## src/rtl/fwd_hazard_ctrl.sv

```systemverilog
// -----------------------------------------------------------------------------
// fwd_hazard_ctrl
//   Control side of the EX-stage operand forwarding muxes for a 5-stage RV32I
//   pipeline. Keeps destination-register metadata for the EX, MEM and WB
//   stages, produces the 2-bit forwarding selects for ALU operands A and B,
//   detects load-use hazards (one-cycle stall), applies branch/jump flushes
//   and counts stall/flush cycles in a saturating counter.
//
// Ports
//   clk          pipeline clock, rising edge
//   rst          asynchronous active-high reset
//   id_rs1/rs2   source registers of the instruction in ID
//   id_rd        destination register of the instruction in ID
//   id_use_rs1/2 ID instruction actually reads rs1 / rs2
//   id_regwrite  ID instruction writes rd
//   id_memread   ID instruction is a load
//   ex_br_taken  branch/jump resolved taken in EX this cycle
//   pc_we        PC write enable
//   ifid_we      IF/ID register write enable
//   ifid_flush   clear IF/ID to NOP
//   idex_flush   clear ID/EX to NOP
//   fwd_a/fwd_b  operand mux selects: 00 regfile, 01 EX/MEM, 10 MEM/WB
//   hz_cnt       saturating count of cycles with stall or flush
// -----------------------------------------------------------------------------
module fwd_hazard_ctrl #(
    parameter int XLEN  = 32,
    parameter int RADDR = 5
) (
    input  logic             clk,
    input  logic             rst,
    input  logic [RADDR-1:0] id_rs1,
    input  logic [RADDR-1:0] id_rs2,
    input  logic [RADDR-1:0] id_rd,
    input  logic             id_use_rs1,
    input  logic             id_use_rs2,
    input  logic             id_regwrite,
    input  logic             id_memread,
    input  logic             ex_br_taken,
    output logic             pc_we,
    output logic             ifid_we,
    output logic             ifid_flush,
    output logic             idex_flush,
    output logic [1:0]       fwd_a,
    output logic [1:0]       fwd_b,
    output logic [XLEN-1:0]  hz_cnt
);

    typedef struct packed {
        logic             valid;
        logic [RADDR-1:0] rs1;
        logic [RADDR-1:0] rs2;
        logic             use_rs1;
        logic             use_rs2;
        logic [RADDR-1:0] rd;
        logic             regwrite;
        logic             memread;
    } stage_rec_t;

    localparam logic [RADDR-1:0] REG_X0   = {RADDR{1'b0}};
    localparam logic [XLEN-1:0]  CNT_MAX  = {XLEN{1'b1}};
    localparam logic [XLEN-1:0]  CNT_ONE  = {{(XLEN-1){1'b0}}, 1'b1};

    stage_rec_t ex_r;
    stage_rec_t mem_r;
    stage_rec_t wb_r;
    stage_rec_t id_rec_s;
    logic       stall_s;
    logic       hz_event_s;
    logic       unused_rec_bits_s;

    // Forwarding select for one operand: MEM beats WB, x0 is never forwarded,
    // and an invalid EX record or an unread source always takes the regfile.
    function automatic logic [1:0] fwd_sel(
        input logic             ex_valid,
        input logic             use_src,
        input logic [RADDR-1:0] src,
        input stage_rec_t       mem_rec,
        input stage_rec_t       wb_rec
    );
        logic [1:0] sel;
        sel = 2'b00;
        if (!ex_valid || !use_src) begin
            sel = 2'b00;
        end else if (mem_rec.valid && mem_rec.regwrite &&
                     (mem_rec.rd != REG_X0) && (mem_rec.rd == src)) begin
            sel = 2'b01;
        end else if (wb_rec.valid && wb_rec.regwrite &&
                     (wb_rec.rd != REG_X0) && (wb_rec.rd == src)) begin
            sel = 2'b10;
        end else begin
            sel = 2'b00;
        end
        return sel;
    endfunction

    // Pack the ID-stage fields into the record that enters EX next edge.
    always_comb begin
        id_rec_s          = '0;
        id_rec_s.valid    = 1'b1;
        id_rec_s.rs1      = id_rs1;
        id_rec_s.rs2      = id_rs2;
        id_rec_s.use_rs1  = id_use_rs1;
        id_rec_s.use_rs2  = id_use_rs2;
        id_rec_s.rd       = id_rd;
        id_rec_s.regwrite = id_regwrite;
        id_rec_s.memread  = id_memread;
    end

    // Load-use detection: a load in EX whose rd is read by the ID instruction.
    always_comb begin
        stall_s = ex_r.valid && ex_r.memread && (ex_r.rd != REG_X0) &&
                  ((id_use_rs1 && (id_rs1 == ex_r.rd)) ||
                   (id_use_rs2 && (id_rs2 == ex_r.rd)));
    end

    // Pipeline control; a taken branch overrides the stall, and reset forces
    // the idle values even if the branch input is still asserted.
    always_comb begin
        pc_we      = 1'b1;
        ifid_we    = 1'b1;
        ifid_flush = 1'b0;
        idex_flush = 1'b0;
        if (rst) begin
            pc_we      = 1'b1;
            ifid_we    = 1'b1;
            ifid_flush = 1'b0;
            idex_flush = 1'b0;
        end else if (ex_br_taken) begin
            ifid_flush = 1'b1;
            idex_flush = 1'b1;
        end else if (stall_s) begin
            pc_we      = 1'b0;
            ifid_we    = 1'b0;
            idex_flush = 1'b1;
        end else begin
            pc_we      = 1'b1;
            ifid_we    = 1'b1;
        end
    end

    // Operand forwarding selects derived from the EX record.
    always_comb begin
        fwd_a = fwd_sel(ex_r.valid, ex_r.use_rs1, ex_r.rs1, mem_r, wb_r);
        fwd_b = fwd_sel(ex_r.valid, ex_r.use_rs2, ex_r.rs2, mem_r, wb_r);
    end

    // Cycles counted by the performance counter.
    always_comb begin
        hz_event_s = !rst && (stall_s || ex_br_taken);
    end

    // WB and some record fields are carried to keep the records uniform even
    // though the selects do not consume every bit.
    assign unused_rec_bits_s = ^{wb_r, mem_r, ex_r.regwrite};

    // Stage record advance; a flushed ID/EX becomes a bubble.
    always_ff @(posedge clk or posedge rst) begin
        if (rst) begin
            ex_r  <= '0;
            mem_r <= '0;
            wb_r  <= '0;
        end else begin
            wb_r  <= mem_r;
            mem_r <= ex_r;
            if (idex_flush) begin
                ex_r <= '0;
            end else begin
                ex_r <= id_rec_s;
            end
        end
    end

    // Saturating stall/flush counter.
    always_ff @(posedge clk or posedge rst) begin
        if (rst) begin
            hz_cnt <= '0;
        end else if (hz_event_s && (hz_cnt != CNT_MAX)) begin
            hz_cnt <= hz_cnt + CNT_ONE;
        end else begin
            hz_cnt <= hz_cnt;
        end
    end

endmodule

```

## config.mk

```make
export PLATFORM = sky130hd
export DESIGN_NAME = fwd_hazard_ctrl
export DESIGN_NICKNAME = d
export VERILOG_FILES = /design/src/rtl/fwd_hazard_ctrl.sv
export SDC_FILE = /design/constraint.sdc
export NUM_CORES = 1
export LEC_CHECK = 0
export ABC_AREA = 1
export BUFFER_PORTS_ARGS = -buffer_cell sky130_fd_sc_hd__clkbuf_2
export CAP_MARGIN = 20
export CORE_AREA = 2 2 101 103
export CTS_CLUSTER_SIZE = 14
export DETAILED_ROUTE_END_ITERATION = 6
export DIE_AREA = 0 0 103 105
export SLEW_MARGIN = 20
export SYNTH_ARGS = -nofsm -noshare
export SYNTH_HDL_FRONTEND = slang
export SYNTH_SLANG_ARGS = --single-unit
```

## constraint.sdc

```tcl
create_clock -name clk -period 5.15 [get_ports clk]
set_input_delay 1.2875 -clock clk [delete_from_list [all_inputs] [get_ports clk]]
set_output_delay 1.2875 -clock clk [all_outputs]
set_load 0.01 [all_outputs]
```

; Yosys cells after proc, flatten, opt, wreduce, memory -nomap -nowiden
; Index checks and enable logic that the tools add are counted.
; W data, S select, Z words.
[totals]
out_inout_bits = 40
register_bits = 66
inputBits = 22
[classes]
eq_ne = 7
addsub = 1
reduce_logical = 26
muxes = 15
[ops]
columns = operator, count
row1 = $add A32 B1 Y32 const B, 1
row2 = $ne A32 B32 Y1 const B, 1
row3 = $eq A5 B5 Y1, 6
row4 = $mux W20, 1
row5 = $logic_and A1 B1 Y1, 15
row6 = $reduce_bool A5 Y1, 3
row7 = $mux W2, 6
row8 = $mux W1, 8
row9 = $logic_not A1 Y1, 4
row10 = $logic_or A1 B1 Y1, 4

; Logic depth before layout (Yosys ltp)
[logic_depth]
word_depth = 8
mapped_depth = 12
depth_no_buf = 12

; Worst setup path before layout
; No wires, ideal clock.
[synth_timing]
path_type = input port to output port
start = input rst
end = output idex_flush
cell_stages = 6
path_buffers = 1
required_time_ps = 3863
path_slack_ps = 512
arrival_time_ps = 3350
cell_sequence = inv_1 > nand4_1 > inv_1 > nand2_1 > nand2_2 > buf_2
[synth_via]
elab_chain_len = 1
[synth_rtl]
columns = item, line
row1 = from (decl), 30  ; input logic rst,
row2 = $mux W1, 123  ; if (rst) begin
row3 = to (decl), 42  ; output logic idex_flush,
; No other way between the ends.

; Worst setup path in the final report
[layout_timing]
start = input id_rs1[1]
end = output idex_flush
[layout_via]
elab_chain_len = 7
[layout_rtl]
columns = item, line
row1 = from (decl), 31  ; input logic [RADDR-1:0] id_rs1,
row2 = $eq A5 B5 Y1, 112  ; ((id_use_rs1 && (id_rs1 == ex_r.rd)) ||
row3 = $logic_and A1 B1 Y1, 112
row4 = $logic_or A1 B1 Y1, 112
row5 = $logic_and A1 B1 Y1, 111  ; stall_s = ex_r.valid && ex_r.memread && (ex_r.rd != REG_X0) &&
row6 = $mux W1, 131  ; end else if (stall_s) begin
row7 = $mux W1, 128  ; end else if (ex_br_taken) begin
row8 = $mux W1, 123
; No other way between the ends.

==> results.py <==
metrics = {
    "status": {
        "status": "finished, final reports clean",
    },
    "placed_design": {
        "post_dp_cell_area_um2": 4245,
        "dp.cells": 709,
        "gp_congestion": 0.8777,
        "dp_hpwl_um": 6852,
        "numPortBuffers": 61,
    },
    "yosys": {
        "yosys.area_share.simple": 0.4111,
        "async_flop_share": 1.000,
        "synth_edf_count": 0,
        "ys_seq_area_frac": 0.4300,
        "synth_common_cells": "nand2_1, nor2_1, dfrtp_1",
        "avgSynthCellArea_um2": 7.317,
        "synth_top_family_by_area": "simple AND/OR/NAND/NOR gates",
        "synth_top_cell_area_share": 0.4300,
        "ys.warnings.count": 0,
        "syn-num-nets": 548,
        "synth_area_leaders": "dfrtp_1, nand2_1, nor2_1, inv_1, xor2_1",
        "synth_compound_area_frac": 0.003909,
        "netlist_area_um2": 3841,
        "synth-adder-area-share": 0.003257,
        "synth_mux_area_frac": 0,
        "yosys.area.top_type": "dfrtp_1",
        "ys_types": 27,
        "syn_inst": 525,
        "synth_flop_cell": "dfrtp_1",
        "synthXorXnorAreaFrac": 0.07752,
        "synth-seq-cells": 66,
        "yosysMostFrequentCell": "nand2_1",
    },
    "worst_setup_path": {
        "path_common_cell": "nand2_1",
        "crit_path_cell_trace": "clkbuf_2, inv_1, nand2_1, nand2_1, nor2_1, nand3_1, nand2_1, nand2_1, nand2_2, clkbuf_2",
        "critPathSlowestCell": "nor2_1",
        "arrival_ns": 2.11,
        "crit_fanout": 2,
        "worstPathRequired_ns": 3.86,
        "startpoint_type": "primary input",
        "critPathBufInv": 3,
        "cpLargestDelayFamily": "simple AND/OR/NAND/NOR gates",
        "critPathKind": "in -> out",
        "slowest_delay_ns": 0.15,
        "end_kind": "output port",
    },
    "drt": {
        "routed_wl_um": 9495,
        "route.detailed.drc": 0,
        "first_pass_iters": 4,
        "ant_nets": 0,
        "post_drt_wl_per_cell_um": 13.10,
        "vias_per_cell": 4.716,
        "num_vias": 3419,
        "drt_iter0_markers": 132,
    },
    "finish": {
        "register_area_um2": 1652,
        "fin_nets": 610,
        "drive_above_1_share": 0.1875,
        "syn2layout_area_growth_pct": 16.06,
        "layoutNonFillerInstCount": 725,
        "diodes": 0,
        "num-fill-cells": 1035,
        "final_util": 0.4625,
        "multi_input_area_um2": 1904,
        "design_area_um2": 4458,
    },
    "clocking": {
        "numCtsBuffers": 9,
        "postCtsHoldBufs": 0,
        "post-cts-setup-buffers": 0,
        "clkLatencyLatePin_ns": 0.35,
        "post_cts_resized": 0,
        "cts_root_buffer": "clkbuf_8",
        "clk_pin_slew_ns": 0.08,
        "cts_num_sinks": 66,
        "htreeDepth": 3,
        "clk_path_buf_depth": 2,
        "cts_tree": "yes",
    },
    "timing": {
        "finClkSkew_ns": 0.009987,
        "finalHoldWorstSlack_ns": 0.3636,
        "slew_headroom": 0.4343,
        "rsz0062_at_grt": "false",
        "finalSetupTns_ns": 0,
        "worstMarginPinSlew_ns": 0.8485,
        "fmax_ghz": 0.2945,
        "post-route-period-util": 0.6594,
        "drv_slew": 0,
        "final-setup-viol-count": 0,
        "final-hold-violation-count": 0,
        "layout_min_cycle_time_ns": 3.396,
    },
    "global_route": {
        "grt_pass1_wl_um": 15810,
        "antenna_found_initial": 0,
        "grt_use_total": 0.1885,
        "grt_pass1_vias": 3340,
        "grt_max_degree": 67,
        "gr-total-overflow": 0,
    },
    "power_and_ir_drop": {
        "p_leak_nw": 2.283,
        "ir_drop_uv": 220.2,
        "power_density_nw_per_um2": 271.8,
    },
    "floorplan": {
        "start_util": 0.3985,
        "core_um2": 9639,
        "rows": 36,
        "dieWidth_um": 103,
        "fp.dieArea_um2": 10820,
        "ios": 62,
        "die_h_um": 105,
    },
    "flow_run": {
        "cap_violations": 0,
    },
    "min_path": {
        "min_path_type": "reg -> reg",
    },
}
state kept, by name (all words and copies together) (netlist names):
name    flops
mem_r       7
hz_cnt     32
wb_r        7
ex_r       20
per-layer routing:
| metal | up-vias | track usage | routed length [um] |
|---|---|---|---|
| met5 | - | 0 | 0 |
| met4 | 0 | 0.07801 | 283 |
| met3 | 22 | 0.03679 | 315 |
| met2 | 74 | 0.3112 | 4702 |
| met1 | 1589 | 0.2383 | 4193 |
| li1 | 1734 | - | - |
report_power, final:
part / total (W) / internal [W] / switching [W] / leakage, nW
clock network: 0.000465 / 0.000252 / 0.000214 / 0.0982
registers: 0.000589 / 0.000550 / 0.0000394 / 0.854
logic: 0.000157 / 0.0000594 / 0.0000974 / 1.33
cell usage in the layout, fill, tap and decap left out, types with 3 or more instances in the layout:
cell type,count
nand3_2,10
nor2_1,81
dfrtp_1,66
xnor2_1,16
nor3_1,5
xor2_1,18
nand2_1,193
nor2_2,7
clkbuf_8,11
nand4_1,8
inv_1,46
clkbuf_2,61
nand3b_1,9
inv_2,8
nand3_1,31
clkinvlp_4,3
cell families after synthesis:
family / Yosys count
compound gates: 3
xor+xnor: 34
fa+ha+maj: 1
buf+inv: 66
flops: 66
simple gates: 355
worst paths after layout:
| path | slack (ns) | start | endpoint | depth (start not counted) |
|---|---|---|---|---|
| worst max-delay path | 1.75 | id_rs1[1] | idex_flush | 10 |
| worst min register to register | 0.36 | ex_r[1]$_DFF_PP0_ | mem_r[1]$_DFF_PP0_ | 0 |
| worst max register to register | 2.85 | hz_cnt[0]$_DFFE_PP0P_ | hz_cnt[3]$_DFFE_PP0P_ | 9 |
| min in group asynchronous | 1.21 | rst | hz_cnt[19]$_DFFE_PP0P_ | 3 |
| worst min-delay path | 0.36 | ex_r[1]$_DFF_PP0_ | mem_r[1]$_DFF_PP0_ | 0 |
| max in group asynchronous | 3.39 | rst | hz_cnt[17]$_DFFE_PP0P_ | 3 |
cell type report:
type / instances / area share
flip-flops and latches: 66 / 0.3705
clock inverters: 5 / 0.01375
well taps: 133 / 0.03733
clock buffers: 11 / 0.03396
multi-input cells: 393 / 0.4272
repair buffers: 63 / 0.07185
inverters: 54 / 0.04547
worst reg2reg max path: cells and delay by family (launching register included):
kind / cells / cell delay (ns)
buffers and inverters: 1 / 0.10
DFF: 1 / 0.42
and+or+nand+nor: 7 / 1.41
adders and majority gates: 1 / 0.30
per-stage QoR:
stage | worst slack, ns | total power (W)
global placement | 1.756 | 0.0007551
floorplan | 0.5123 | 0.0007030
detailed placement | 1.760 | 0.0007577
global route | 1.676 | 0.001271
CTS | 1.757 | 0.001226
finish | 1.754 | 0.001212
(Power assumes the default switching activity.)
